### src/rtl/fir_cfg_pkg.sv
// Shared constants and types for the FIR AXI-Lite configuration slave.
// Address map, ap_ctrl bit positions and the read-channel state encoding.
package fir_cfg_pkg;

  localparam logic [31:0] ADDR_AP_CTRL  = 32'h00;
  localparam logic [31:0] ADDR_DATA_LEN = 32'h10;
  localparam logic [31:0] ADDR_TAP_BASE = 32'h20;

  localparam int unsigned AP_START_BIT = 0;
  localparam int unsigned AP_DONE_BIT  = 1;
  localparam int unsigned AP_IDLE_BIT  = 2;

  typedef enum logic [1:0] {
    RdIdle,
    RdAddr,
    RdWait,
    RdData
  } rd_state_e;

  // Word-aligned address inside the tap window [0x20, 0x20 + 4*num_taps).
  function automatic logic is_tap_addr(input logic [31:0] addr, input int unsigned num_taps);
    logic [31:0] off;
    off = addr - ADDR_TAP_BASE;
    return (addr >= ADDR_TAP_BASE) && (off[1:0] == 2'b00) && ((off >> 2) < num_taps);
  endfunction

endpackage

### src/rtl/axil_hold_buf.sv
// One-entry valid/ready holding register for an AXI-Lite address or data channel.
// ready pulses for a single cycle after valid is seen with the buffer empty.
module axil_hold_buf #(
  parameter int unsigned Width = 32
) (
  input  logic             clk_i,
  input  logic             rst_ni,
  input  logic             valid_i,
  input  logic [Width-1:0] data_i,
  output logic             ready_o,
  input  logic             clr_i,
  output logic             full_o,
  output logic [Width-1:0] data_o
);

  logic             ready_q;
  logic             full_q;
  logic [Width-1:0] data_q;

  always_ff @(posedge clk_i or negedge rst_ni) begin
    if (!rst_ni) begin
      ready_q <= 1'b0;
      full_q  <= 1'b0;
      data_q  <= '0;
    end else begin
      ready_q <= valid_i && !full_q && !ready_q;
      // A handshake can only happen while empty, so it never collides with clr_i.
      if (valid_i && ready_q) begin
        full_q <= 1'b1;
        data_q <= data_i;
      end else if (clr_i) begin
        full_q <= 1'b0;
      end
    end
  end

  assign ready_o = ready_q;
  assign full_o  = full_q;
  assign data_o  = data_q;

endmodule

### src/rtl/fir_axil_cfg_slave.sv
// AXI-Lite configuration slave for the FIR: ap_ctrl, data_length and tap coefficient access.
// The tap BRAM port is shared with the datapath, which owns it whenever a run is active.
module fir_axil_cfg_slave
  import fir_cfg_pkg::*;
#(
  parameter int unsigned pADDR_WIDTH = 12,
  parameter int unsigned pDATA_WIDTH = 32,
  parameter int unsigned Tape_Num    = 11
) (
  input  logic                   axis_clk,
  input  logic                   axis_rst_n,
  input  logic                   awvalid,
  input  logic [pADDR_WIDTH-1:0] awaddr,
  output logic                   awready,
  input  logic                   wvalid,
  input  logic [pDATA_WIDTH-1:0] wdata,
  output logic                   wready,
  input  logic                   arvalid,
  input  logic [pADDR_WIDTH-1:0] araddr,
  output logic                   arready,
  input  logic                   rready,
  output logic                   rvalid,
  output logic [pDATA_WIDTH-1:0] rdata,
  output logic [3:0]             tap_WE,
  output logic                   tap_EN,
  output logic [pADDR_WIDTH-1:0] tap_A,
  output logic [pDATA_WIDTH-1:0] tap_Di,
  input  logic [pDATA_WIDTH-1:0] tap_Do,
  input  logic [pADDR_WIDTH-1:0] eng_tap_A,
  output logic                   ap_start_o,
  input  logic                   eng_done,
  output logic [pDATA_WIDTH-1:0] data_length_o
);

  logic                   aw_full, w_full, commit;
  logic [pADDR_WIDTH-1:0] aw_addr;
  logic [pDATA_WIDTH-1:0] w_data;
  logic                   cm_ctrl, cm_len, cm_tap, rd_clr;

  logic                   ap_start_q, ap_done_q, ap_idle_q;
  logic [pDATA_WIDTH-1:0] data_length_q;
  rd_state_e              rd_state_q, rd_state_d;
  logic [pADDR_WIDTH-1:0] ar_addr_q;
  logic [pDATA_WIDTH-1:0] rdata_q, rd_mux;

  axil_hold_buf #(.Width(pADDR_WIDTH)) u_aw_buf (
    .clk_i   (axis_clk),
    .rst_ni  (axis_rst_n),
    .valid_i (awvalid),
    .data_i  (awaddr),
    .ready_o (awready),
    .clr_i   (commit),
    .full_o  (aw_full),
    .data_o  (aw_addr)
  );

  axil_hold_buf #(.Width(pDATA_WIDTH)) u_w_buf (
    .clk_i   (axis_clk),
    .rst_ni  (axis_rst_n),
    .valid_i (wvalid),
    .data_i  (wdata),
    .ready_o (wready),
    .clr_i   (commit),
    .full_o  (w_full),
    .data_o  (w_data)
  );

  assign commit  = aw_full && w_full;
  assign cm_ctrl = commit && (32'(aw_addr) == ADDR_AP_CTRL);
  assign cm_len  = commit && (32'(aw_addr) == ADDR_DATA_LEN);
  // Tap writes during a run are dropped: the datapath owns the port.
  assign cm_tap  = commit && ap_idle_q && is_tap_addr(32'(aw_addr), Tape_Num);
  assign rd_clr  = (rd_state_q == RdData) && rready && (32'(ar_addr_q) == ADDR_AP_CTRL);

  always_ff @(posedge axis_clk or negedge axis_rst_n) begin
    if (!axis_rst_n) begin
      ap_start_q    <= 1'b0;
      ap_done_q     <= 1'b0;
      ap_idle_q     <= 1'b1;
      data_length_q <= '0;
    end else begin
      ap_start_q <= cm_ctrl && w_data[0] && ap_idle_q;
      if (cm_ctrl && w_data[0] && ap_idle_q) ap_idle_q <= 1'b0;
      if (cm_len) data_length_q <= w_data;
      // Completion wins over a coincident clear-on-read.
      if (eng_done) begin
        ap_done_q <= 1'b1;
        ap_idle_q <= 1'b1;
      end else if (rd_clr) begin
        ap_done_q <= 1'b0;
      end
    end
  end

  // Read FSM: state register
  always_ff @(posedge axis_clk or negedge axis_rst_n) begin
    if (!axis_rst_n) begin
      rd_state_q <= RdIdle;
      ar_addr_q  <= '0;
      rdata_q    <= '0;
    end else begin
      rd_state_q <= rd_state_d;
      if (rd_state_q == RdAddr && !cm_tap) ar_addr_q <= araddr;
      if (rd_state_q == RdWait) rdata_q <= rd_mux;
    end
  end

  // Read FSM: next state
  always_comb begin
    rd_state_d = rd_state_q;
    unique case (rd_state_q)
      RdIdle:  if (arvalid) rd_state_d = RdAddr;
      RdAddr:  if (!cm_tap) rd_state_d = RdWait;
      RdWait:  rd_state_d = RdData;
      RdData:  if (rready) rd_state_d = RdIdle;
      default: rd_state_d = RdIdle;
    endcase
  end

  // Read data selection, sampled on the RdWait -> RdData transition.
  always_comb begin
    rd_mux = '0;
    if (32'(ar_addr_q) == ADDR_AP_CTRL) begin
      rd_mux[AP_START_BIT] = ap_start_q;
      rd_mux[AP_DONE_BIT]  = ap_done_q;
      rd_mux[AP_IDLE_BIT]  = ap_idle_q;
    end else if (32'(ar_addr_q) == ADDR_DATA_LEN) begin
      rd_mux = data_length_q;
    end else if (is_tap_addr(32'(ar_addr_q), Tape_Num)) begin
      rd_mux = ap_idle_q ? tap_Do : '1;
    end
  end

  // Read FSM outputs and tap port arbitration: datapath > commit write > host read.
  always_comb begin
    arready = (rd_state_q == RdAddr) && !cm_tap;
    rvalid  = (rd_state_q == RdData);
    tap_EN  = 1'b0;
    tap_WE  = 4'h0;
    tap_A   = '0;
    tap_Di  = '0;
    if (!ap_idle_q) begin
      tap_EN = 1'b1;
      tap_A  = eng_tap_A;
    end else if (cm_tap) begin
      tap_EN = 1'b1;
      tap_WE = 4'hF;
      tap_A  = pADDR_WIDTH'(32'(aw_addr) - ADDR_TAP_BASE);
      tap_Di = w_data;
    end else if (rd_state_q == RdAddr) begin
      tap_EN = 1'b1;
      tap_A  = pADDR_WIDTH'(32'(araddr) - ADDR_TAP_BASE);
    end
  end

  assign rdata         = rdata_q;
  assign ap_start_o    = ap_start_q;
  assign data_length_o = data_length_q;

endmodule

### config.mk
export PLATFORM = sky130hd
export DESIGN_NAME = fir_axil_cfg_slave
export DESIGN_NICKNAME = d
export VERILOG_FILES = /design/src/rtl/fir_cfg_pkg.sv /design/src/rtl/axil_hold_buf.sv /design/src/rtl/fir_axil_cfg_slave.sv
export SDC_FILE = /design/constraint.sdc
export NUM_CORES = 1
export LEC_CHECK = 0
export BUFFER_PORTS_ARGS = -buffer_cell sky130_fd_sc_hd__buf_2
export CELL_PAD_IN_SITES_DETAIL_PLACEMENT = 0
export CELL_PAD_IN_SITES_GLOBAL_PLACEMENT = 1
export CORE_ASPECT_RATIO = 1.5
export CORE_MARGIN = 8
export CORE_UTILIZATION = 37
export CTS_CLUSTER_SIZE = 10
export DETAILED_ROUTE_END_ITERATION = 12
export PLACE_DENSITY = 0.85
export SETUP_SLACK_MARGIN = 0.15
export SYNTH_ARGS = -nofsm -noshare
export SYNTH_HDL_FRONTEND = slang
export SYNTH_SLANG_ARGS = --single-unit
### constraint.sdc
create_clock -name axis_clk -period 2.6 [get_ports axis_clk]
set_input_delay 0.39 -clock axis_clk [delete_from_list [all_inputs] [get_ports axis_clk]]
set_output_delay 0.39 -clock axis_clk [all_outputs]
set_load 0.005 [all_outputs]
==> summary.txt <==
Finish
  • Post-route cell area: 0.00895 mm²
  • Register area: 0.00324 mm²
  • Multi-input gate area: 0.00283 mm²
  • Synth-to-Final Area Change: 49.4%
  • Fin cells: 1011
  • Nets: 906
  • # fillers: 1386
  • Layout cells sized above 1: 54.7%

Setup path
  • Critical path depth in cells: 10
  • Crit-path max cell delay: 420 ps
  • Worst reg-to-reg path cell count: 9
  • Startpoint Class: flip-flop
  • Crit-path cells: inv_2 -> ha_4 -> xnor2_2 -> o2111ai_2 -> buf_4 -> o41ai_4 -> buf_6 -> inv_4 -> a22o_1 -> buf_2
  • Critical Path End Type: primary output
  • Top delay family on crit path: compound AO/OA/AOI/OAI gates
  • Buf/Inv on CP: 5
  • CP arrival: 2410 ps
  • Max Fanout on Critical Path: 6
  • Worst endpoint required time: 2210 ps
  • R2R setup slack: 260 ps
  • Kind of critical path: flip-flop to primary output
  • Slowest stage cell, crit path: dfrtp_2

Yosys
  • Synth Area in Compound Gates: 9.39%
  • Mapped Area: 0.00599 mm²
  • Post-synthesis instance total: 536
  • Unique masters post-synth: 45
  • Xor/xnor cell area share of the yosys netlist: 1.15%
  • Adder-cell share of the synthesized area: 1.46%
  • Synthesized-area fraction occupied by and/or/nand/nor cells: 14.8%
  • Yosys warnings: 0
  • Sequential element share of the synthesized area: 53.9%
  • Post-Syn Nets: 650
  • Largest family of logic cells by synthesized area: multiplexers
  • #FFs+latches synth: 129
  • Post-synthesis mux area share: 16.1%
  • Syn Area/Cell: 11.2 µm²

Timing
  • Worst Max-Slew Pin Slew: 719 ps
  • Final Critical Period: 2800 ps
  • Clock Skew: 12.8 ps
  • Slew Limit Fails: 0
  • Final setup viols: 48
  • Crit path setup slack, layout: -203 ps
  • Maximum clock rate: 357 MHz
  • Final period utilization: 108%
  • Slew headroom: 52.1%
  • Unrepaired setup endpoints after global routing: yes
  • Final Hold Vio Count: 0

Power and ir drop
  • Overall Power: 7.74 mW
  • Pwr Density: 865 mW/mm²
  • Pleak: 4.52 nW
  • Peak supply drop: 441 µV

Routing
  • Drt pass-1 iters: 4
  • Final ANT Viol Nets: 0
  • DRC: 0
  • Wire per inst: 20.2 µm
  • Vias/cell: 4.98
  • Post-Route WL: 20400 µm
  • Initial DRC Count: 242
  • Routed vias: 5038

Place
  • I/O Buffers: 224
  • Hpwl dp: 13200 µm
  • Cells after DPL: 945
  • Placer Congestion: 0.788
  • Placed Area: 0.00736 mm²

Clocking
  • CTS root buf: clkbuf_16
  • Worst skew pair latency: 410 ps
  • TritonCTS buffer count: 17
  • CTS hold repair buffers: 0
  • CTS tree: built
  • Clock Sinks: 129
  • Worst-path clk slew: 60 ps
  • Depth of the CTS H-tree: 4
  • Max clock buf depth: 2

Floorplan
  • CORE AREA: 0.0160 mm²
  • Die width: 120 µm
  • Die height: 172 µm
  • I/O pins: 225
  • # rows: 57
  • Die footprint: 0.0206 mm²
  • Initial Util: 37.3%

Worst hold path
  • Hold WC Path Type: input pin to async pin

GRT
  • Largest net degree at the start of global routing: 130
  • Congestion Overflow GR: 0
  • First-pass GRT wire length: 30700 µm
  • Vias in the first global route: 5516
  • Tot GR Track Use: 19.5%
  • Initial antenna violation count: 1

Outcome
  • Violations in the final reports: negative setup slack
  • Status: complete, but fails checks

Flow run
  • Max Cap Violations: 0
-- where the power goes --
group / switching [mW] / internal [mW]
Sequential: 0.525 / 2.55
Combinational: 1.00 / 1.16
Clock: 0.901 / 1.60
-- cell families (layout without fill, tap and decap cells) --
| kind of cell | Yosys count | count (layout) |
|---|---|---|
| flip-flops | 129 | 129 |
| AO/OA/AOI/OAI | 97 | 97 |
| adder cells (fa/ha/maj) | 7 | 7 |
| buffers and inverters | 46 | 314 |
| other | 0 | 1 |
| XOR/XNOR | 7 | 7 |
| AND/OR/NAND/NOR | 164 | 164 |
| multiplexers | 86 | 86 |
-- cells in the mapped netlist (all sizes together) --
cell type    n  area share, %
dfrtp      128             53
mux2        84             16
nor2        42            2.6
o21ai       38            3.2
a21oi       35            2.9
nor2b       34            3.5
and2        32            3.3
nand2       25            1.6
clkbuf      21            1.3
inv         15           0.94
buf         10           0.94
ha           7            1.5
nor4         7            1.0
nand3        5           0.42
nand3b       5           0.63
o2bb2ai      5           0.73
xnor2        4           0.58
a31oi        3           0.31
nand4        3           0.31
nor3         3           0.44
o2111ai      3           0.44
o21a         3           0.38
xor2         3           0.56
mux2i        2           0.33
nand2b       2           0.21
nor3b        2           0.25
o22ai        2           0.21
o31ai        2           0.25
or3          2           0.21
a21boi       1           0.13
a21o         1           0.13
a221oi       1           0.15
a222oi       1           0.17
a22o         1           0.15
and3         1           0.10
dfstp        1           0.44
o41ai        1           0.27
or2          1           0.10
-- registers in the layout, summed over array words and instances, names as in the netlist --
| register | flops |
|---|---|
| ap_done_q | 1 |
| ap_idle_q | 1 |
| ap_start_o | 1 |
| ar_addr_q | 12 |
| data_length_o | 32 |
| rd_state_q | 2 |
| rdata | 32 |
| u_aw_buf.data_o | 12 |
| u_aw_buf.full_o | 1 |
| u_aw_buf.ready_o | 1 |
| u_w_buf.data_o | 32 |
| u_w_buf.full_o | 1 |
| u_w_buf.ready_o | 1 |
-- layout make-up --
class,instances,area share [%]
Inverter,15,0.657
Tap cell,206,2.88
Sequential cell,129,36.2
Multi-Input combinational cell,361,31.6
Clock inverter,13,2.10
Timing Repair Buffer,268,21.8
Antenna cell,1,0.0280
Clock buffer,18,4.79
-- metal layers --
layer | track usage (%) | vias up | wire length [µm]
li1 | - | 2361 | -
met1 | 19.3 | 2482 | 7180
met2 | 37.3 | 163 | 11500
met3 | 4.97 | 32 | 1110
met4 | 9.00 | 0 | 591
met5 | 0 | - | 0
-- worst paths after layout --
check	start	to
max	u_aw_buf.data_o[5]	tap_A[10]
min	axis_rst_n	rdata[25]
max reg2reg	u_aw_buf.data_o[5]	ar_addr_q[0]
min reg2reg	u_w_buf.ready_o	u_w_buf.ready_o
max in group asynchronous	axis_rst_n	rdata[8]
min in group axis_clk	awaddr[2]	u_aw_buf.data_o[2]
-- placed cells by master, fill, tap and decap left out, types with 3 or more instances in the layout --
master	synthesis	routed
clkbuf_16	0	18
buf_6	0	48
nand4_1	3	3
bufinv_16	0	4
buf_4	4	19
buf_16	0	6
clkinv_4	0	3
mux2_1	6	6
o21ai_0	38	38
nand3b_1	5	5
inv_1	13	11
ha_1	7	5
nand3_1	5	5
o21a_1	3	3
a21oi_1	35	35
nor4_4	0	4
inv_2	2	3
nor4_1	4	3
mux2_2	78	78
o2bb2ai_2	0	3
nand2_1	25	25
dfrtp_2	0	6
buf_12	0	7
a31oi_1	3	3
nor2b_1	34	34
nor2_1	42	41
clkinvlp_4	0	3
xnor2_1	4	3
dfrtp_1	128	122
buf_2	3	187
and2_4	0	31
-- stage by stage --
stage                     util (%)  hold WS, ps  setup TNS (ps)  setup slack, ps
after floorplan                  -         94.4               0              311
after global placement        45.9          444               0              139
after detailed placement      45.9          445               0             81.1
after CTS                     53.8          124           -3630             -184
after global routing          55.8          140          -10720             -343
final                         55.8         85.1           -4580             -203
-- what timing repair did --
| item | in CTS | in global routing |
|---|---|---|
| gates cloned | 7 | 1 |
| pin swaps | 26 | 19 |
| setup buffers | 20 | 6 |
| gates resized for setup | 66 | 49 |
| endpoints found under the setup margin | 50 | 51 |
-- worst register-to-register path, cell delays in order (launching register included) --
cell and delay, ps:
dfrtp_2 420, inv_2 70, ha_4 170, xnor2_2 160, o2111ai_2 140, buf_4 170, o41ai_4 330, buf_4 180
buf_2 230, mux2_2 360
(Power assumes the default switching activity.)
